<file path="config.mk">
export PLATFORM = sky130hd
export DESIGN_NAME = rerequest_ctrl
export DESIGN_NICKNAME = d
export VERILOG_FILES = /design/src/rtl/rerequest_ctrl.sv
export SDC_FILE = /design/constraint.sdc
export NUM_CORES = 1
export LEC_CHECK = 0
export CORE_AREA = 2 2 179 252
export CTS_BUF_LIST = sky130_fd_sc_hd__clkbuf_8
export DETAILED_ROUTE_END_ITERATION = 10
export DIE_AREA = 0 0 181 254
export GPL_TIMING_DRIVEN = 0
export PLACE_DENSITY = 0.67
export SETUP_SLACK_MARGIN = 0.5
export SYNTH_ARGS = -nofsm -noshare
export SYNTH_HDL_FRONTEND = slang
export SYNTH_SLANG_ARGS = --single-unit
</file>
<file path="constraint.sdc">
create_clock -name clk -period 14.45 [get_ports clk]
set_clock_uncertainty 0.15 [all_clocks]
set_input_delay 4.335 -clock clk [delete_from_list [all_inputs] [get_ports clk]]
set_output_delay 4.335 -clock clk [all_outputs]
set_load 0.02 [all_outputs]
</file>
<file path="src/rtl/rerequest_ctrl.sv">
// rtl/rerequest_ctrl.sv - MoldUDP64 receive-side gap detection and retransmission request controller
module rerequest_ctrl #(
    parameter int SEQ_W     = 64,
    parameter int CNT_W     = 16,
    parameter int TO_W      = 14,
    parameter int RETRY_CNT = 10000,
    parameter int HB_CNT    = 10000,
    parameter int MAX_RETRY = 3,
    parameter logic [CNT_W-1:0] MAX_REQ = 16'hFFFE
) (
    input  logic             clk,
    input  logic             reset,
    input  logic             pkt_v_i,
    input  logic [SEQ_W-1:0] pkt_seq_i,
    input  logic [CNT_W-1:0] pkt_cnt_i,
    output logic             req_v_o,
    input  logic             req_ready_i,
    output logic [SEQ_W-1:0] req_seq_o,
    output logic [CNT_W-1:0] req_cnt_o,
    output logic             gap_o,
    output logic             fail_o,
    output logic             eos_o,
    output logic             session_lost_o
);

    localparam int RTY_W = (MAX_RETRY < 2) ? 1 : $clog2(MAX_RETRY + 1);
    localparam logic [RTY_W-1:0] MAX_RTY   = RTY_W'(MAX_RETRY);
    localparam logic [TO_W-1:0]  TO_LOAD   = TO_W'(RETRY_CNT);
    localparam logic [TO_W-1:0]  HB_LOAD   = TO_W'(HB_CNT);
    localparam logic [CNT_W-1:0] CNT_EOS   = '1;
    localparam logic [SEQ_W-1:0] MAX_REQ_W = {{(SEQ_W-CNT_W){1'b0}}, MAX_REQ};

    typedef enum logic [1:0] {
        S_IDLE,
        S_REQ,
        S_WAIT,
        S_FAIL
    } state_t;

    state_t           r_state;
    state_t           w_state_nxt;
    logic [SEQ_W-1:0] r_exp;
    logic [SEQ_W-1:0] r_top;
    logic [SEQ_W-1:0] r_req_seq;
    logic [CNT_W-1:0] r_req_cnt;
    logic [RTY_W-1:0] r_retry;
    logic [RTY_W-1:0] w_retry_nxt;
    logic [TO_W-1:0]  r_to;
    logic [TO_W-1:0]  w_to_nxt;
    logic [TO_W-1:0]  r_hb;
    logic             r_eos;

    logic [SEQ_W-1:0] w_end;
    logic             w_hdr;
    logic             w_is_eos;
    logic             w_data;
    logic             w_adv;
    logic             w_ahead;
    logic [SEQ_W-1:0] w_exp_nxt;
    logic [SEQ_W-1:0] w_top_nxt;
    logic [SEQ_W-1:0] w_diff;
    logic [CNT_W-1:0] w_cnt_nxt;
    logic             w_gap;
    logic             w_gap_nxt;
    logic             w_load;

    // Once end of session is seen, headers only feed the liveness counter.
    assign w_hdr     = pkt_v_i & ~r_eos;
    assign w_is_eos  = w_hdr & (pkt_cnt_i == CNT_EOS);
    assign w_data    = w_hdr & ~w_is_eos;
    assign w_end     = pkt_seq_i + {{(SEQ_W-CNT_W){1'b0}}, pkt_cnt_i};
    assign w_adv     = w_data & (pkt_seq_i <= r_exp) & (r_exp < w_end);
    assign w_ahead   = w_data & (pkt_seq_i > r_exp);
    assign w_exp_nxt = w_adv ? w_end : r_exp;
    assign w_top_nxt = (w_ahead && (pkt_seq_i > r_top)) ? pkt_seq_i : r_top;
    assign w_gap     = r_top > r_exp;
    assign w_gap_nxt = w_top_nxt > w_exp_nxt;
    assign w_diff    = w_top_nxt - w_exp_nxt;
    assign w_cnt_nxt = !w_gap_nxt           ? '0 :
                       (w_diff > MAX_REQ_W) ? MAX_REQ :
                                              w_diff[CNT_W-1:0];

    // Request payload is captured on entry to REQ so it stays stable until accepted.
    assign w_load = (w_state_nxt == S_REQ) && (r_state != S_REQ);

    // Next-state, retry and timeout decisions; eos overrides everything except FAIL.
    always_comb begin
        w_state_nxt = r_state;
        w_retry_nxt = r_retry;
        w_to_nxt    = ((r_state == S_WAIT) && (r_to != '0)) ? r_to - 1'b1 : r_to;
        case (r_state)
            S_IDLE: begin
                if (w_gap && !r_eos) begin
                    w_state_nxt = S_REQ;
                    w_retry_nxt = '0;
                end
            end
            S_REQ: begin
                if (req_ready_i) begin
                    w_state_nxt = S_WAIT;
                    w_to_nxt    = TO_LOAD;
                    w_retry_nxt = r_retry + 1'b1;
                end
            end
            S_WAIT: begin
                if (w_adv) begin
                    if (w_gap_nxt) begin
                        w_state_nxt = S_REQ;
                        w_retry_nxt = '0;
                    end else begin
                        w_state_nxt = S_IDLE;
                    end
                end else if (r_to == '0) begin
                    w_state_nxt = (r_retry < MAX_RTY) ? S_REQ : S_FAIL;
                end
            end
            default: begin
                w_state_nxt = S_FAIL;
            end
        endcase
        if (w_is_eos && (r_state != S_FAIL)) begin
            w_state_nxt = S_IDLE;
        end
    end

    // FSM, sequence tracking and request payload registers.
    always_ff @(posedge clk) begin
        if (reset) begin
            r_state   <= S_IDLE;
            r_exp     <= SEQ_W'(1);
            r_top     <= SEQ_W'(1);
            r_retry   <= '0;
            r_to      <= TO_LOAD;
            r_eos     <= 1'b0;
            r_req_seq <= '0;
            r_req_cnt <= '0;
        end else begin
            r_state <= w_state_nxt;
            r_exp   <= w_exp_nxt;
            r_top   <= w_top_nxt;
            r_retry <= w_retry_nxt;
            r_to    <= w_to_nxt;
            if (w_is_eos) begin
                r_eos <= 1'b1;
            end
            if (w_load) begin
                r_req_seq <= w_exp_nxt;
                r_req_cnt <= w_cnt_nxt;
            end
        end
    end

    // Liveness counter: any header reloads it, otherwise it runs down to zero.
    always_ff @(posedge clk) begin
        if (reset) begin
            r_hb <= HB_LOAD;
        end else if (pkt_v_i) begin
            r_hb <= HB_LOAD;
        end else if (r_hb != '0) begin
            r_hb <= r_hb - 1'b1;
        end
    end

    assign req_v_o        = (r_state == S_REQ);
    assign req_seq_o      = r_req_seq;
    assign req_cnt_o      = r_req_cnt;
    assign gap_o          = (r_state == S_REQ) || (r_state == S_WAIT);
    assign fail_o         = (r_state == S_FAIL);
    assign eos_o          = r_eos;
    assign session_lost_o = (r_hb == '0);

endmodule

</file>
==> metrics.yaml <==
clock_tree.htree_level_count: 2
clock_sinks: 241
drt_first_iter_violations: 1436
synth.avg_cell_area_sq_um: 7.91
crit_arrival_ns: 14.11
antenna_violations_before_repair: 10
power.density_mw_per_mm2: 142
ff_to_ff_setup_slack_ns: 4.77
drt_pass1_iterations: 7
leakagePower_nw: 10.9
worstHoldEndpoint: "req_cnt_o[14]$_SDFFE_PP0P_"
core_area_sq_mm: 0.0437
die_x_um: 181
port-buffer-count: 168
floorplan.rows: 91
critical_path_peak_fanout: 10
grt_pass1_vias: 21900
synth_fp_nets: 3168
layout_min_cycle_time_ns: 13.79
detail_route.wl_per_cell_um: 24.0
viasPerCell: 6.18
place_hpwl_um: 69700
grt_use_total_pct: 36.4
ioPinCount: 169
timing_worst_slew_pin_value_ns: 1.34
synth_seq_cells: 241
drt_wl_total_um: 85800
crit_path_top_delay_cell: "sky130_fd_sc_hd__clkdlybuf4s50_1"
worst-endpoint-required_ns: 14.77
final_min_period_over_clock_period_pct: 95.4
via_count: 22100
cts_made_buffers: 43
total_power_mw: 3.68
sequential_fraction_of_the_synthesis_area_pct: 22.3
critical-path-max-stage-delay_ns: 0.70
critical_path.most_common_cell: "sky130_fd_sc_hd__nand4_1"
timing_hold_violations_final: 0
number_of_synthesized_flops_with_an_enable_pin: 0
yosys.area.top_type: "sky130_fd_sc_hd__dfxtp_1"
area_delta_synth_final_pct: 19.3
timing_max_transition_violations_final: 0
finalWeightedCongestion: 0.998
die-area_sq_mm: 0.0460
worst_slew_margin_rel_pct: 9.96
hold_path_class: "flip-flop to flip-flop"
post_route_cells_drive_above_1_share_pct: 11.3
synth.yosys.warnings: 0
async_flop_share_pct: 0
yosys.cell_types.count: 81
grt_max_degree: 12
layout.core_utilization_pct: 59.1
global_route.overflow_total: 0
ctsRootBufferMaster: "sky130_fd_sc_hd__clkbuf_8"
max_cap_violations: 0
reg2reg_depth: 27
fillCellCount: 4170
initial_core_utilization_pct: 49.6
cts.path.max_buffers: 3
worst_setup_path_end_kind: "flip-flop"
min_path_cells: 1
timing.hold.worst.start: "req_cnt_o[14]$_SDFFE_PP0P_"
startpoint: "pkt_seq_i[48]"
antenna_violating_nets_post_route: 0
tritoncts: "built"
finalNetCount: 3405
synth_area_sq_mm: 0.0217
status: "completed"
grt_setup_unrepaired: "false"
vdd_drop_max_uv: 83.1
dieHeight_um: 254
multiInputGateArea_sq_mm: 0.0162
reg2reg_from: "r_exp[63]$_SDFF_PP0_"
seqCellArea_sq_mm: 0.00482
clkTransAtPathRegs_ns: 0.06
worst-setup-path-type: "input pin to flip-flop"
cp-start-kind: "input pin"
timing.fmax_ghz: 0.0725
synth_top_cell_area_share_pct: 22.3
drc: 0
r2r_endpoint: "req_cnt_o[14]$_SDFFE_PP0P_"
synth.area.top_cells: "sky130_fd_sc_hd__dfxtp_1 (22%), sky130_fd_sc_hd__ha_1 (20%), sky130_fd_sc_hd__mux2_2 (5.7%), sky130_fd_sc_hd__a21oi_1 (5.6%), sky130_fd_sc_hd__nor2_1 (5.3%)"
clkLatencyLatePin_ns: 0.61
netlist_instances: 2739
setup_viol: 0
synth-main-ff-cell: "sky130_fd_sc_hd__dfxtp_1"
cts_hold_repair.buffers: 0
wire_length_of_the_first_global_routing_pass_um: 127000
[synthesized netlist by cell type, types with 6 or more instances]
master	instances
sky130_fd_sc_hd__a211oi_1	37
sky130_fd_sc_hd__a21o_1	97
sky130_fd_sc_hd__a21oi_1	243
sky130_fd_sc_hd__a221oi_1	11
sky130_fd_sc_hd__a31oi_1	22
sky130_fd_sc_hd__and2_1	10
sky130_fd_sc_hd__and3_1	26
sky130_fd_sc_hd__and4_1	12
sky130_fd_sc_hd__clkbuf_1	101
sky130_fd_sc_hd__dfxtp_1	241
sky130_fd_sc_hd__ha_1	343
sky130_fd_sc_hd__inv_1	164
sky130_fd_sc_hd__mux2_2	109
sky130_fd_sc_hd__mux2i_1	14
sky130_fd_sc_hd__nand2_1	181
sky130_fd_sc_hd__nand2b_1	24
sky130_fd_sc_hd__nand3_1	51
sky130_fd_sc_hd__nand3b_1	7
sky130_fd_sc_hd__nand4_1	103
sky130_fd_sc_hd__nor2_1	308
sky130_fd_sc_hd__nor2b_1	90
sky130_fd_sc_hd__nor3_1	45
sky130_fd_sc_hd__nor3b_1	6
sky130_fd_sc_hd__nor4_1	29
sky130_fd_sc_hd__nor4b_1	7
sky130_fd_sc_hd__o211ai_1	18
sky130_fd_sc_hd__o21a_1	41
sky130_fd_sc_hd__o21ai_0	114
sky130_fd_sc_hd__o21ai_1	9
sky130_fd_sc_hd__o21ba_2	6
sky130_fd_sc_hd__o21bai_1	19
sky130_fd_sc_hd__o31ai_1	13
sky130_fd_sc_hd__or2_2	12
sky130_fd_sc_hd__or3_1	22
sky130_fd_sc_hd__or4_1	6
sky130_fd_sc_hd__xnor2_1	74
sky130_fd_sc_hd__xor2_1	29
[metrics by stage]
| stage | cell area [sq um] | instances | setup TNS [ns] | hold WS (ns) | setup slack [ns] |
|---|---|---|---|---|---|
| after floorplan | 21700 | 2739 | 0 | 0.283 | 0.919 |
| after global placement | 24100 | 3465 | -639.33 | 0.292 | -7.06 |
| after detailed placement | 24100 | 3470 | -331.44 | 0.294 | -4.43 |
| after CTS | 25500 | 3557 | 0 | 0.308 | 0.501 |
| after global routing | 25800 | 3574 | 0 | 0.326 | 0.466 |
| final | 25900 | 3577 | 0 | 0.304 | 0.661 |
[worst max-delay path by stage]
stage	endpoint
after global routing	req_cnt_o[14]$_SDFFE_PP0P_
final	req_cnt_o[14]$_SDFFE_PP0P_
after floorplan	req_cnt_o[3]$_SDFFE_PP0P_
after global placement	req_seq_o[20]$_SDFFE_PP0P_
after CTS	req_cnt_o[14]$_SDFFE_PP0P_
after detailed placement	req_seq_o[2]$_SDFFE_PP0P_
[registers in the layout (all words and copies together) (netlist names)]
name,cells
r_to,14
r_top,64
r_exp,64
req_seq_o,64
eos_o,1
r_state,2
r_hb,14
req_cnt_o,16
r_retry,2
[logic make-up (layout without fill, tap and decap cells)]
group	count (synthesis)	count (layout)	share of synthesized area [%]
simple gates	950	950	21.8
compound gates	702	702	20.7
fa+ha+maj	345	345	20.0
buf+inv	275	545	4.86
flops	241	241	22.3
mux	123	123	6.31
xor+xnor	103	103	4.16
other cells	0	10	0
[repair_timing]
item                                    4_1_cts  5_1_grt
pin swaps                                     7       12
gates resized for setup                     103       86
endpoints found under the setup margin       83       82
setup buffers                                 9        9
[cell usage in the layout (no fill, tap or decap), types with 23 or more instances in the layout]
cell type,Yosys,routed
sky130_fd_sc_hd__a211oi_1,37,33
sky130_fd_sc_hd__a21o_1,97,96
sky130_fd_sc_hd__a21oi_1,243,227
sky130_fd_sc_hd__and3_1,26,26
sky130_fd_sc_hd__clkbuf_1,101,59
sky130_fd_sc_hd__clkbuf_2,0,24
sky130_fd_sc_hd__clkbuf_8,0,58
sky130_fd_sc_hd__clkdlybuf4s50_1,0,158
sky130_fd_sc_hd__dfxtp_1,241,241
sky130_fd_sc_hd__ha_1,343,341
sky130_fd_sc_hd__inv_1,164,172
sky130_fd_sc_hd__mux2_2,109,107
sky130_fd_sc_hd__nand2_1,181,181
sky130_fd_sc_hd__nand2b_1,24,23
sky130_fd_sc_hd__nand3_1,51,50
sky130_fd_sc_hd__nand4_1,103,103
sky130_fd_sc_hd__nor2_1,308,305
sky130_fd_sc_hd__nor2b_1,90,89
sky130_fd_sc_hd__nor3_1,45,43
sky130_fd_sc_hd__nor4_1,29,24
sky130_fd_sc_hd__o21a_1,41,41
sky130_fd_sc_hd__o21ai_0,114,107
sky130_fd_sc_hd__xnor2_1,74,74
sky130_fd_sc_hd__xor2_1,29,29
[power by group]
part	total [mW]	internal (mW)	switching (mW)
logic	2.09	0.748	1.34
clock network	0.768	0.442	0.326
registers	0.822	0.759	0.0634
[layout make-up]
cell class,count,share of cell area [%]
multi-input cells,2223,62.7
flip-flops and latches,241,18.7
repair buffers,192,7.28
clock buffers,53,2.82
well taps,558,2.70
inverters,164,2.38
plain buffers,111,2.25
clock inverters,25,1.06
diodes,10,0.0968
[per-layer routing]
metal	vias to the layer above	track usage, %	wire length [um]
met5	-	0	31
met4	4	29.5	7090
met3	287	5.46	4870
met2	828	64.3	41700
met1	10500	38.7	32100
li1	10400	-	-
[worst max-delay path: cells and delay by family]
kind / cells / cell delay (ns)
XOR/XNOR: 2 / 0.34
multiplexers: 1 / 0.37
AND/OR/NAND/NOR: 18 / 4.50
adder cells (fa/ha/maj): 2 / 0.61
AO/OA/AOI/OAI: 7 / 1.62
buffers and inverters: 9 / 2.25
Note: power is estimated with default switching activity, not from simulation.
